===== config.mk =====
export PLATFORM = sky130hd
export DESIGN_NAME = sort_scheduler
export DESIGN_NICKNAME = d
export VERILOG_FILES = /design/src/rtl/sort_scheduler.sv
export SDC_FILE = /design/constraint.sdc
export NUM_CORES = 1
export LEC_CHECK = 0
export ABC_CLOCK_PERIOD_IN_PS = 3000
export BUFFER_PORTS_ARGS = -buffer_cell sky130_fd_sc_hd__clkbuf_2
export CAP_MARGIN = 20
export CORE_MARGIN = 1.5
export CORE_UTILIZATION = 61
export DETAILED_ROUTE_END_ITERATION = 12
export PLACE_DENSITY = 0.9
export SLEW_MARGIN = 20
export SYNTH_ARGS = -nofsm -noshare
export SYNTH_HDL_FRONTEND = slang
export SYNTH_SLANG_ARGS = --single-unit

===== constraint.sdc =====
create_clock -name clk -period 3 [get_ports clk]
set_clock_uncertainty 0.2 [all_clocks]
set_input_delay 0.3 -clock clk [delete_from_list [all_inputs] [get_ports clk]]
set_output_delay 0.3 -clock clk [all_outputs]
set_load 0.1 [all_outputs]

===== src/rtl/sort_scheduler.sv =====
// Timestamped event queue feeding a one-at-a-time actuator gate scheduler.
// Optional statistics (drop_cnt, late_cnt, late) are built only when SORT_STATS_EN is defined.
module sort_scheduler #(
  parameter int DELAY = 100,
  parameter int WIDTH = 20,
  parameter int DEPTH = 4,
  parameter int TS_W  = 16
) (
  input  logic                     clk,
  input  logic                     rst_n,
  input  logic                     en,
  input  logic [1:0]               class_in,
  output logic                     gate_a,
  output logic                     gate_b,
  output logic                     busy,
  output logic [$clog2(DEPTH):0]   fifo_level,
  output logic                     late,
  output logic [7:0]               drop_cnt,
  output logic [7:0]               late_cnt
);

  localparam int AW = $clog2(DEPTH);
  localparam int CW = (WIDTH > 1) ? $clog2(WIDTH) : 1;
  localparam logic [TS_W-1:0] DELAY_TS = TS_W'(DELAY);
  localparam logic [CW-1:0]   CNT_LOAD = CW'(WIDTH - 1);
  localparam logic [AW:0]     DEPTH_L  = (AW + 1)'(DEPTH);

  typedef enum logic [1:0] {S_IDLE, S_WAIT, S_FIRE} state_t;

  logic [TS_W-1:0] r_ts;
  logic [TS_W+1:0] r_mem [DEPTH];
  logic [AW-1:0]   r_wr_ptr;
  logic [AW-1:0]   r_rd_ptr;
  logic [AW:0]     r_count;
  state_t          r_state;
  logic [1:0]      r_cur_class;
  logic [TS_W-1:0] r_cur_target;
  logic [CW-1:0]   r_fire_cnt;
  logic            r_gate_a;
  logic            r_gate_b;

  logic            w_event;
  logic            w_full;
  logic            w_pop;
  logic            w_push;
  logic [TS_W+1:0] w_head;
  logic [TS_W-1:0] w_diff;
  logic            w_late;

  assign w_event = en & ((class_in == 2'b01) | (class_in == 2'b10));
  assign w_full  = (r_count == DEPTH_L);
  assign w_pop   = (r_state == S_IDLE) & (r_count != '0);
  // A full FIFO still accepts when the head leaves in the same cycle.
  assign w_push  = w_event & (~w_full | w_pop);
  assign w_head  = r_mem[r_rd_ptr];
  // Modular distance to target; upper half of the range means the target has passed.
  assign w_diff  = r_cur_target - r_ts;
  assign w_late  = (r_state == S_WAIT) & w_diff[TS_W-1];

  always_ff @(posedge clk or negedge rst_n) begin
    if (!rst_n) r_ts <= '0;
    else        r_ts <= r_ts + 1'b1;
  end

  always_ff @(posedge clk) begin
    if (w_push) r_mem[r_wr_ptr] <= {class_in, r_ts + DELAY_TS};
  end

  always_ff @(posedge clk or negedge rst_n) begin
    if (!rst_n) begin
      r_wr_ptr <= '0;
      r_rd_ptr <= '0;
      r_count  <= '0;
    end else begin
      if (w_push) r_wr_ptr <= r_wr_ptr + 1'b1;
      if (w_pop)  r_rd_ptr <= r_rd_ptr + 1'b1;
      case ({w_push, w_pop})
        2'b10:   r_count <= r_count + 1'b1;
        2'b01:   r_count <= r_count - 1'b1;
        default: r_count <= r_count;
      endcase
    end
  end

  always_ff @(posedge clk or negedge rst_n) begin
    if (!rst_n) begin
      r_state      <= S_IDLE;
      r_cur_class  <= 2'b00;
      r_cur_target <= '0;
      r_fire_cnt   <= '0;
      r_gate_a     <= 1'b0;
      r_gate_b     <= 1'b0;
    end else begin
      case (r_state)
        S_IDLE: begin
          if (w_pop) begin
            r_cur_class  <= w_head[TS_W+1:TS_W];
            r_cur_target <= w_head[TS_W-1:0];
            r_state      <= S_WAIT;
          end
        end
        S_WAIT: begin
          if ((w_diff == '0) || w_late) begin
            r_state    <= S_FIRE;
            r_fire_cnt <= CNT_LOAD;
            r_gate_a   <= (r_cur_class == 2'b01);
            r_gate_b   <= (r_cur_class == 2'b10);
          end
        end
        S_FIRE: begin
          if (r_fire_cnt == '0) begin
            r_gate_a <= 1'b0;
            r_gate_b <= 1'b0;
            r_state  <= S_IDLE;
          end else begin
            r_fire_cnt <= r_fire_cnt - 1'b1;
          end
        end
        default: r_state <= S_IDLE;
      endcase
    end
  end

  assign gate_a     = r_gate_a;
  assign gate_b     = r_gate_b;
  assign fifo_level = r_count;
  assign busy       = (r_state != S_IDLE) | (r_count != '0);

`ifdef SORT_STATS_EN
  logic       w_drop;
  logic [7:0] r_drop_cnt;
  logic [7:0] r_late_cnt;

  assign w_drop = w_event & w_full & ~w_pop;

  always_ff @(posedge clk or negedge rst_n) begin
    if (!rst_n) begin
      r_drop_cnt <= '0;
      r_late_cnt <= '0;
    end else begin
      if (w_drop && (r_drop_cnt != 8'hFF)) r_drop_cnt <= r_drop_cnt + 1'b1;
      if (w_late && (r_late_cnt != 8'hFF)) r_late_cnt <= r_late_cnt + 1'b1;
    end
  end

  assign drop_cnt = r_drop_cnt;
  assign late_cnt = r_late_cnt;
  assign late     = w_late;
`else
  assign drop_cnt = 8'd0;
  assign late_cnt = 8'd0;
  assign late     = 1'b0;
`endif

endmodule


==> impl_metrics.tcl <==
set metrics [dict create \
    wire_per_inst_um 19.50 \
    p_leak_nw 2.630 \
    hold_violations 0 \
    setup_violations 0 \
    nets 498 \
    grt_max_degree 35 \
    cts_htree_levels 4 \
    syn_inst 432 \
    cts_tree "built" \
    viasPerCell 5.953 \
    p_total_w 0.006794 \
    grt.total_usage_pct 25.47 \
    pin_count 28 \
    cts.sinks 122 \
    synth-seq-cells 122 \
    pwr_density_cell_mw_per_mm2 1004 \
    n_fill_cell 548 \
    yosysMostFrequentCell "edfxtp_1" \
    dp_hpwl_mm 7.270 \
    grt_pass1_wl_mm 18.96 \
    ys.flop_type "edfxtp_1" \
    syn_avg_cell_area_sq_um 13.50 \
    die_area_sq_mm 0.01016 \
    status "complete, no violations" \
    slew_headroom_pct 56.81 \
    portBuffers 10 \
    overflow 0 \
    num_vias 3637 \
    ir_worst_vdd_mv 0.6854 \
    wl_mm 11.92 \
    yosys_warnings 0 \
    yosys-top-cells-count "edfxtp_1, dfrtp_1, xnor2_1, inv_1, nand2_1" \
    drtIter0Drc 272 \
    cts_root_buf "clkbuf_8" \
    synth_cell_types 50 \
    core_sq_mm 0.009240 \
    insertedDiodeCount 0 \
    grt_pass1_vias 3709 \
    initial_core_util_pct 63.11 \
    synth_area_leader_cell "edfxtp_1" \
    routabilityCongestion 0.8861 \
    async_flop_share_pct 40.98 \
    cp_max_fo 8 \
    tightest_slew_ns 0.6388 \
    drive_gt1_share_pct 23.65 \
    cap_violations 0 \
    path_clk_slew_ns 0.06 \
    min_path_type "primary input to register" \
    start_kind "register" \
    dieWidth_um 100.8 \
    core.rowCount 35 \
    fmax_mhz 347.1 \
    insertion_delay_ns 0.51 \
    syn-cell-area_sq_mm 0.005832 \
    route.detailed.drc 0 \
    timing.final.crit_share_pct 96.04 \
    cp.required_ns 3.20 \
    antenna_found_initial 0 \
    synth.top_cell.area_share_pct 37.07 \
    drt_pass1_iterations 5 \
    die_h_um 100.8 \
    cp-end-kind "register" \
    clock_path_buffers 2 \
    worstPathArrival_ns 3.08 \
    tns_ns 0 \
    area_growth_pct 16.07 \
    synth_edf_count 72 \
    fin_util_pct 73.26 \
    fin_crit_ns 2.881 \
    cts_made_buffers 17 \
    worstSetupPathType "register to register" \
    antenna_left 0 \
    yosysSeqAreaShare_pct 58.53 \
    yosys-top-cells-area "edfxtp_1, dfrtp_1, mux4_2" \
    drv_slew 0 \
]
registers in the layout, indices dropped and copies added (netlist names):
register and flops:
fifo_level 3, r_mem 72, r_wr_ptr 2, r_rd_ptr 2, r_fire_cnt 5, r_state 2, r_ts 16, gate_a 1
r_cur_target 16, gate_b 1, r_cur_class 2
stage by stage:
| step | cells | setup WS [ns] | hold WS, ns | instance area [sq um] |
|---|---|---|---|---|
| 5_1_grt | 611 | -0.1053 | 0.07488 | 6769 |
| 6_report | 611 | 0.1189 | 0.03913 | 6769 |
| 4_1_cts | 609 | 0.09744 | 0.01970 | 6698 |
| 2_1_floorplan | 448 | 0.002170 | -0.1956 | 5893 |
| 3_5_place_dp | 574 | -0.00005640 | 0.07178 | 6051 |
| 3_3_place_gp | 574 | 0.1524 | 0.06075 | 6051 |
layout make-up:
cell class | count | area (sq um) | area share (%)
Tap cell | 129 | 161.4 | 2.384
Multi-Input combinational cell | 271 | 2272 | 33.57
Sequential cell | 122 | 3417 | 50.48
Timing Repair Buffer | 30 | 207.7 | 3.068
Clock inverter | 13 | 167.7 | 2.477
Clock buffer | 19 | 441.7 | 6.525
Inverter | 27 | 101.3 | 1.497
repair_timing:
action | CTS | global route
resized for setup | 2 | 12
pin swaps | 0 | 4
hold buffers | 3 | 0
hold endpoints to repair | 24 | 0
setup endpoints to repair | 2 | 8
buffers inserted | 0 | 2
where the power goes:
group / switching, W / internal (W) / total (W)
registers: 0.000239 / 0.00210 / 0.00233
clock network: 0.000746 / 0.00131 / 0.00206
logic: 0.00144 / 0.000960 / 0.00240
cells by family after synthesis:
| group | count (synthesis) | share of synthesized area (%) |
|---|---|---|
| and+or+nand+nor | 105 | 9.247 |
| xor gates and xnor gates | 40 | 6.007 |
| DFF | 122 | 58.53 |
| adders and majority gates | 24 | 5.278 |
| muxes | 39 | 10.94 |
| AOI/OAI and AO/OA | 46 | 5.256 |
| other | 1 | 0.06430 |
| buffers and inverters | 55 | 4.677 |
layer usage:
layer	up-vias	share of wire, %	global-route usage (%)
met5	-	0	0
met4	0	2.4	11.05
met3	29	5.2	5.409
met2	147	52	42.20
met1	1846	40	32.74
li1	1615	-	-
path summary, 6_finish.rpt:
check | from | endpoint | slack [ns] | cells after the start
worst max-delay path | r_ts[2] | r_fire_cnt[3] | 0.12 | 10
worst min-delay path | en | fifo_level[2] | 0.04 | 4
worst max register to register | r_ts[2] | r_fire_cnt[3] | 0.12 | 10
worst min register to register | r_cur_target[9] | r_cur_target[9] | 0.33 | 1
max in group asynchronous | rst_n | r_ts[12] | 1.67 | 3
min in group asynchronous | rst_n | r_fire_cnt[2] | 0.07 | 2
cells in the final DEF, fill, tap and decap left out, drive strengths merged, types with 2 or more instances in the layout:
cell type / n
nor2b: 2
nor4: 4
nor2: 18
clkbuf: 29
clkinv: 3
mux2: 18
xnor2: 34
o211ai: 3
a21o: 2
mux2i: 3
nor3b: 3
and3: 3
clkinvlp: 5
o31ai: 2
a21oi: 17
nand3b: 3
nand2b: 5
nand2: 27
nand4: 7
inv: 29
dlygate4sd3: 3
conb: 17
o21ai: 9
bufinv: 3
and2: 7
xor2: 6
a211oi: 3
ha: 23
nand3: 12
buf: 17
mux4: 18
nor3: 12
edfxtp: 72
dfrtp: 50
critical path, cell delays in order (launching register included):
cell and delay [ns]:
dfrtp_1 0.39, inv_1 0.11, ha_1 0.35, o21ai_1 0.21, a21oi_2 0.10, o41ai_2 0.34
xnor2_1 0.13, a2111oi_2 0.28, a41oi_2 0.22, nand3b_4 0.26, and2_1 0.17
(Power assumes the default switching activity.)
